**config.mk**
```make
export PLATFORM = sky130hd
export DESIGN_NAME = demux_route_3bit_flat
export DESIGN_NICKNAME = d
export VERILOG_FILES = /design/src/rtl/demux_route_3bit_pkg.sv /design/src/rtl/demux_route_3bit_if.sv /design/src/rtl/demux_route_3bit_slot.sv /design/src/rtl/demux_route_3bit.sv /design/src/flat_wrapper.sv
export SDC_FILE = /design/constraint.sdc
export NUM_CORES = 1
export LEC_CHECK = 0
export ABC_AREA = 1
export BUFFER_PORTS_ARGS = -buffer_cell sky130_fd_sc_hd__buf_4
export CORE_UTILIZATION = 38
export CTS_CLUSTER_DIAMETER = 120
export DETAILED_ROUTE_END_ITERATION = 10
export PLACE_DENSITY = 0.66
export REMOVE_ABC_BUFFERS = 1
export SETUP_SLACK_MARGIN = 0.4
export SLEW_MARGIN = 40
export SYNTH_ARGS = -nofsm -noshare
export SYNTH_HDL_FRONTEND = slang
export SYNTH_SLANG_ARGS = --single-unit
```
**constraint.sdc**
```tcl
create_clock -name clk -period 1.74 [get_ports clk]
set_clock_uncertainty 0.2 [all_clocks]
set_input_delay 0.261 -clock clk [delete_from_list [all_inputs] [get_ports clk]]
set_output_delay 0.261 -clock clk [all_outputs]
set_load 0.05 [all_outputs]
```
**src/rtl/demux_route_3bit_pkg.sv**
```systemverilog
// Shared types and sizing for the 1-to-6 write-back demultiplexer.
// Channel count and select width live here so the top, slots and bench stay in step.
package demux_pkg;

  localparam int unsigned DATA_W = 32;
  localparam int unsigned N_OUT  = 6;
  localparam int unsigned SEL_W  = 3;

  typedef logic [SEL_W-1:0]  sel_t;
  typedef logic [DATA_W-1:0] data_t;

  typedef enum logic {
    SLOT_EMPTY,
    SLOT_FULL
  } slot_state_t;

  // Selects past the last channel fall back to channel 0, matching the 6:1 read mux.
  function automatic logic sel_legal(sel_t sel);
    return 32'(sel) < N_OUT;
  endfunction

endpackage

```
**src/rtl/demux_route_3bit_if.sv**
```systemverilog
// Producer-side handshake plus the per-channel consumer handshakes of the demux.
// The master modport is the environment (producer and consumers), slave is the demux.
interface demux_route_3bit_if;
  import demux_pkg::*;

  logic                    in_valid;
  logic                    in_ready;
  data_t                   in_data;
  sel_t                    in_sel;
  logic [N_OUT-1:0]        out_valid;
  logic [N_OUT-1:0]        out_ready;
  logic [N_OUT*DATA_W-1:0] out_data;

  modport master (
    output in_valid, in_data, in_sel, out_ready,
    input  in_ready, out_valid, out_data
  );

  modport slave (
    input  in_valid, in_data, in_sel, out_ready,
    output in_ready, out_valid, out_data
  );

endinterface

```
**src/rtl/demux_route_3bit_slot.sv**
```systemverilog
// One output channel: a single-entry holding register with an EMPTY/FULL state.
// A full slot can reload in the same cycle its consumer drains it, so there is no bubble.
module demux_slot
  import demux_pkg::*;
(
  input  logic  clk,
  input  logic  reset,
  input  logic  load,
  input  data_t data_in,
  input  logic  out_ready,
  output logic  out_valid,
  output data_t out_data,
  output logic  can_load
);

  slot_state_t state_q, state_d;
  data_t       data_q, data_d;

  always_comb begin
    state_d = state_q;
    data_d  = data_q;
    if (load) begin
      state_d = SLOT_FULL;
      data_d  = data_in;
    end else if (state_q == SLOT_FULL && out_ready) begin
      state_d = SLOT_EMPTY;
    end
  end

  // Data is left untouched on drain; consumers qualify it with out_valid.
  always_ff @(posedge clk) begin
    if (!reset) begin
      state_q <= SLOT_EMPTY;
      data_q  <= '0;
    end else begin
      state_q <= state_d;
      data_q  <= data_d;
    end
  end

  assign out_valid = (state_q == SLOT_FULL);
  assign out_data  = data_q;
  assign can_load  = (state_q == SLOT_EMPTY) | out_ready;

endmodule

```
**src/rtl/demux_route_3bit.sv**
```systemverilog
// Registered 1-to-6 demux with valid/ready: routes each word to one holding slot
// and keeps a sticky flag plus a saturating count of illegal selects.
module demux_route_3bit
  import demux_pkg::*;
(
  input  logic                clk,
  input  logic                reset,
  demux_route_3bit_if.slave   bus,
  input  logic                err_clr,
  output logic                sel_err,
  output logic [7:0]          err_count
);

  sel_t             tgt;
  logic             sel_ok;
  logic             accept;
  logic [N_OUT-1:0] can_load;
  logic [N_OUT-1:0] load;
  logic [N_OUT-1:0] slot_valid;
  data_t            slot_data [N_OUT];

  logic       sel_err_q, sel_err_d;
  logic [7:0] err_count_q, err_count_d;

  // Ready depends only on the addressed slot, so a stalled channel blocks only its own traffic.
  always_comb begin
    sel_ok       = sel_legal(bus.in_sel);
    tgt          = sel_ok ? bus.in_sel : '0;
    bus.in_ready = reset & can_load[tgt];
    accept       = bus.in_valid & bus.in_ready;
    load         = '0;
    for (int i = 0; i < int'(N_OUT); i++) begin
      load[i] = accept && (int'(tgt) == i);
    end
  end

  for (genvar g = 0; g < int'(N_OUT); g++) begin : g_slot
    demux_slot u_slot (
      .clk       (clk),
      .reset     (reset),
      .load      (load[g]),
      .data_in   (bus.in_data),
      .out_ready (bus.out_ready[g]),
      .out_valid (slot_valid[g]),
      .out_data  (slot_data[g]),
      .can_load  (can_load[g])
    );
  end

  always_comb begin
    bus.out_valid = slot_valid;
    bus.out_data  = '0;
    for (int i = 0; i < int'(N_OUT); i++) begin
      bus.out_data[i*DATA_W +: DATA_W] = slot_data[i];
    end
  end

  // A clear coinciding with an illegal accept counts that accept, leaving a count of one.
  always_comb begin
    sel_err_d   = sel_err_q;
    err_count_d = err_count_q;
    if (err_clr) begin
      sel_err_d   = 1'b0;
      err_count_d = '0;
    end
    if (accept && !sel_ok) begin
      sel_err_d = 1'b1;
      if (err_count_d != 8'hFF) begin
        err_count_d = err_count_d + 8'd1;
      end
    end
  end

  always_ff @(posedge clk) begin
    if (!reset) begin
      sel_err_q   <= 1'b0;
      err_count_q <= '0;
    end else begin
      sel_err_q   <= sel_err_d;
      err_count_q <= err_count_d;
    end
  end

  assign sel_err   = sel_err_q;
  assign err_count = err_count_q;

endmodule
```
**src/flat_wrapper.sv**
```systemverilog
// flat-port wrapper written by rule: the top's interface ports become plain ports
module demux_route_3bit_flat import demux_pkg::*;
  (clk, reset, err_clr, sel_err, err_count, bus_in_valid, bus_in_data, bus_in_sel, bus_out_ready, bus_in_ready, bus_out_valid, bus_out_data);
  demux_route_3bit_if bus_i ();
  input  logic clk;
  input  logic reset;
  input  logic err_clr;
  output logic sel_err;
  output logic [7:0] err_count;
  input wire logic [$bits(bus_i.in_valid)-1:0] bus_in_valid;
  input wire logic [$bits(bus_i.in_data)-1:0] bus_in_data;
  input wire logic [$bits(bus_i.in_sel)-1:0] bus_in_sel;
  input wire logic [$bits(bus_i.out_ready)-1:0] bus_out_ready;
  output wire logic [$bits(bus_i.in_ready)-1:0] bus_in_ready;
  output wire logic [$bits(bus_i.out_valid)-1:0] bus_out_valid;
  output wire logic [$bits(bus_i.out_data)-1:0] bus_out_data;
  assign bus_i.in_valid = bus_in_valid;
  assign bus_i.in_data = bus_in_data;
  assign bus_i.in_sel = bus_in_sel;
  assign bus_i.out_ready = bus_out_ready;
  assign bus_in_ready = bus_i.in_ready;
  assign bus_out_valid = bus_i.out_valid;
  assign bus_out_data = bus_i.out_data;
  demux_route_3bit u_core (.clk(clk), .reset(reset), .bus(bus_i), .err_clr(err_clr), .sel_err(sel_err), .err_count(err_count));
endmodule
```
**After elaboration in Yosys (flattened, before gate mapping)**

Index checks and enable logic that the tools add are counted.

- Add/sub/neg operators: 1
- Magnitude comparators: 2
- Equality and inequality tests: 6
- Muxes and demuxes: 20
- Bitwise operators: 14
- Reductions and logical operators: 22

Operators by type and width:

| operator | count |
|---|---|
| $mux 8 | 3 |
| $mux 1 | 15 |
| $reduce_bool 2->1 | 7 |
| $logic_and 1x1->1 | 13 |
| $eq 3x3->1 const B | 4 |
| $add 8x1->8 const B | 1 |
| $ne 8x8->1 const B | 1 |
| $not 1->1 | 6 |
| $or 1x1->1 | 6 |
| $lt 3x4->1 const B | 1 |
| $bmux 1 s3 | 1 |
| $eq 3x2->1 const B | 1 |
| $logic_not 3->1 | 1 |
| $lt 3x3->1 const B | 1 |
| $mux 3 | 1 |
| $and 1x1->1 | 2 |
| $logic_not 1->1 | 1 |

- Register bits after elaboration: 207
- Bits of input ports: 45

**Depth between registers and ports, before layout**

- Depth in word-level cells: 8
- Depth in mapped cells: 12
- Gate-level depth less buffers: 11

**By module**

Synthesis repeated with hierarchy kept, for this count alone.

- Cell total of the unflattened synthesis: 988
- Area total of the unflattened synthesis: 7746.2 um^2

Modules (own cells, without submodules):

| module | times used | cells each | area each (um^2) | seq. area each (um^2) |
|---|---|---|---|---|
| demux_slot | 6 | 143 | 1156.1 | 660.6 |
| demux_route_3bit | 1 | 130 | 809.5 | 180.2 |

**Least setup slack after synthesis**

OpenSTA, ideal clock, no wires.

- Path type: register to register
- Start: register u_core.err_count_q[0] (netlist: u_core.err_count[0])
- End: register u_core.err_count_q[6] (netlist: u_core.err_count[6])
- Setup time: 70 ps
- Arrival: 1939 ps
- Data required time: 1470 ps
- Slack: -469 ps
- Stages on the path, launching flop included: 10
- Buffers on the path: 0
- Clock period less this slack: 2209 ps
- Cell sequence: dfxtp_1 -> inv_1 -> nor2_1 -> ha_1 -> nand3_1 -> nor2_1 -> nand2_1 -> nand3_1 -> nand4_1 -> a21oi_1

- Cells in the longest elaborated chain, start to end: 4

Ends and longest elaborated chain:

| element | RTL line | RTL |
|---|---|---|
| from (decl) | demux_route_3bit.sv:23 | `logic [7:0] err_count_q, err_count_d;` |
| from (signal assigned) | demux_route_3bit.sv:80 | `err_count_q <= err_count_d;` |
| $mux 8 (*) | demux_route_3bit.sv:62 | `if (err_clr) begin` |
| $add 8x1->8 or $ne 8x8->1 (tied branches) | demux_route_3bit.sv:69, demux_route_3bit.sv:68 |  |
| $mux 8 (*) | demux_route_3bit.sv:68 | `if (err_count_d != 8'hFF) begin` |
| $mux 8 (*) | demux_route_3bit.sv:66 | `if (accept && !sel_ok) begin` |

Mark *: on every way between the ends. The rest lies on a longest branch, timed or not.
A chain may end at the register's enable or synchronous reset.

**Worst setup path in the final report**

- Start: register u_core.g_slot[4].u_slot.state_q
- End: output bus_in_ready

- Cells in the longest elaborated chain, start to end: 5

Ends and longest elaborated chain:

| element | RTL line | RTL |
|---|---|---|
| from (decl) | demux_route_3bit_slot.sv:16 | `slot_state_t state_q, state_d;` |
| from (signal assigned) | demux_route_3bit_slot.sv:36 | `state_q <= state_d;` |
| $not 1->1 | demux_route_3bit_slot.sv:43 | `assign can_load = (state_q == SLOT_EMPTY) \| out_ready;` |
| $or 1x1->1 | demux_route_3bit_slot.sv:43 |  |
| $bmux 1 s3 | demux_route_3bit.sv:29 | `bus.in_ready = reset & can_load[tgt];` |
| $mux 1 (not written as such) | demux_route_3bit.sv:29 |  |
| $and 1x1->1 | demux_route_3bit.sv:29 |  |
| to (decl) | flat_wrapper.sv:14 | `output wire logic [$bits(bus_i.in_ready)-1:0] bus_in_ready;` |

Every way passes these cells. The select of a mux whose other input is x is not followed.

==> results.json <==
{
  "syn2layout_area_growth_pct": 58.1,
  "fmax_mhz": 478,
  "power_density_nw_per_um2": 869,
  "vias_per_cell": 5.57,
  "outcome": "complete, but fails checks",
  "port_buffers": 252,
  "yosysWarnings": 0,
  "cp_max_fo": 3,
  "tightest_slew_ps": 444,
  "ant_nets": 0,
  "drv_cap": 0,
  "yosysUniqueCellTypes": 18,
  "dr.pass1.iters": 5,
  "ys.flop_type": "dfxtp_1",
  "critical_path.startpoint_type": "flop",
  "maxSlewHeadroom_pct": 70.4,
  "vias": 9164,
  "grt-ovfl-total": 0,
  "synth-seq-cells": 207,
  "clock_latency_ps": 500,
  "synth_cells": 1034,
  "critPathLaunch": "u_core.g_slot[4].u_slot.out_valid$_SDFFE_PN0P_",
  "die_h_um": 148,
  "cp.buffers_inverters": 2,
  "cts_tree": "yes",
  "die_area_um2": 22000,
  "final_layout_size_suffix_gt1_share_pct": 35.3,
  "fp-row-count": 53,
  "cts_root_buffer": "clkbuf_16",
  "synth_edf_count": 0,
  "finalWorstSetupSlack_ps": -353,
  "endpoint_kind": "output port",
  "final-hold-violation-count": 4,
  "whs_ps": -118,
  "grt_max_degree": 98,
  "crit_family": "simple AND/OR/NAND/NOR gates",
  "wl_per_cell_um": 19.3,
  "io_pins": 253,
  "diodes": 0,
  "r2r-start": "u_core.g_slot[4].u_slot.out_valid$_SDFFE_PN0P_",
  "holdBufCountCts": 34,
  "fin_area_um2": 12900,
  "rsz0062_at_grt": "true",
  "n_fill_cell": 1826,
  "vdd_ir_drop_max_mv": 0.828,
  "core_area_um2": 21000,
  "cts_buffers": 22,
  "grt_pass1_wl_mm": 45.9,
  "clkTransAtPathRegs_ps": 50,
  "min_period_ps": 2090,
  "fp.dieW_um": 148,
  "htreeDepth": 1,
  "drc": 0,
  "wirelength_mm": 31.7,
  "place_area_um2": 10800,
  "required_ps": 1280,
  "fin_nets": 1403,
  "crit_path_cell_trace": "nand2_1 > nand2_1 > nand3_1 > nand2_2 > a21oi_4 > buf_12 > buf_12",
  "leakagePower_nw": 5.14,
  "dp_hpwl_mm": 18.7,
  "worstHoldPathType": "primary input to flop",
  "gp_congestion": 0.833,
  "ys_async_sr_fraction_pct": 0,
  "arrival_ps": 1630,
  "min-delay-start": "bus_out_ready[2]",
  "ys_seq_area_share_pct": 51.0,
  "period_share_pct": 120,
  "drt_iter0_drc": 680,
  "track_usage_pct": 26.5,
  "clock_path_buffers": 3,
  "violations": "hold timing, setup timing",
  "initial_core_util_pct": 38.7,
  "grt_pass1_vias": 8031,
  "critical-path-slowest-cell": "dfxtp_1",
  "finalSetupViolCount": 202,
  "antenna_found_initial": 0,
  "max_stage_delay_ps": 300,
  "syn_area_per_cell_um2": 7.86,
  "clock_sinks": 207,
  "netlist_area_um2": 8130,
  "slew_viol_final": 0,
  "worstSetupPathType": "flop to output port"
}
[timing repair]
item	4_1_cts	5_1_grt
setup buffers	5	21
endpoints found under the setup margin	415	415
pin swaps	6	15
hold endpoints to repair	206	5
gates cloned	3	9
resized for setup	20	139
[Yosys cell counts, types with 2 or more instances]
cell type,count,area [um2]
nor3_1,5,25.0
a21oi_1,206,1030
buf_2,27,135
clkbuf_1,69,259
buf_4,7,52.6
inv_1,26,97.6
nand2_1,236,886
buf_1,8,30.0
nand3_1,11,55.1
nand4_1,208,1300
dfxtp_1,207,4140
o21ai_0,2,10.0
nor2_1,17,63.8
[registers in the layout, summed over array words and instances, names as in the netlist]
register                        flops
u_core.err_count                    8
u_core.sel_err                      1
u_core.g_slot.u_slot.out_data     192
u_core.g_slot.u_slot.out_valid      6
[kinds of logic after synthesis]
logic type      after synthesis  synth area share, %
fa+ha+maj                     1                0.154
flops                       207                 51.0
simple gates                478                 28.8
buf+inv                     138                 7.11
xor+xnor                      1                0.108
compound gates              209                 12.9
[routing by layer]
layer,track usage [%],wire length (um)
met1,36.8,13600
met3,6.13,2850
met4,8.09,1040
met5,0,0
met2,40.5,14200
[where the power goes]
group          switching (mW)  internal (mW)
registers              0.0421           4.80
logic                   0.902          0.535
clock network            1.92           2.97
[stage by stage]
| step | setup WS [ps] | total power, mW | utilization, % | instances | setup TNS [ps] |
|---|---|---|---|---|---|
| 4_1_cts | -388 | 11.1 | 57.5 | 1615 | -27090 |
| 3_3_place_gp | -232 | 6.16 | 51.4 | 1536 | -39330 |
| 5_1_grt | -437 | 11.5 | 61.1 | 1645 | -59630 |
| 6_report | -353 | 11.2 | 61.1 | 1645 | -33560 |
| 2_1_floorplan | -7310 | 5.49 | - | 923 | -1461480 |
| 3_5_place_dp | -293 | 6.16 | 51.4 | 1536 | -47210 |
[layout make-up]
class	instances	area, um2	area share (%)
flip-flops and latches	207	4200	32.7
repair buffers	410	3900	30.3
multi-input cells	689	3560	27.7
clock buffers	28	624	4.86
well taps	275	344	2.68
clock inverters	9	124	0.964
inverters	27	106	0.827
[worst paths after layout]
kind / to / slack, ps / cells after the start
worst max-delay path: bus_in_ready / -350 / 7
worst min-delay path: u_core.g_slot[2].u_slot.out_valid$_SDFFE_PN0P_ / -120 / 4
worst max register to register: u_core.g_slot[1].u_slot.out_data[26]$_SDFFE_PN0P_ / -280 / 11
worst min register to register: u_core.g_slot[0].u_slot.out_data[3]$_SDFFE_PN0P_ / 260 / 2
[worst min-delay path: cells and delay by family]
| family | cells | cell delay [ps] |
|---|---|---|
| buf+inv | 2 | 130 |
| simple gates | 1 | 70 |
| compound gates | 1 | 70 |
[cells in the final DEF, fill, tap and decap left out, types with 10 or more instances in the layout]
cell type / count
a21oi_1: 189
a21oi_2: 16
buf_12: 20
buf_4: 300
buf_6: 16
buf_8: 30
clkbuf_16: 30
dfxtp_1: 174
dfxtp_2: 28
dlygate4sd3_1: 34
inv_1: 25
nand2_1: 229
nand3_1: 10
nand4_1: 208
No activity file was read; power rests on OpenSTA's default activity.
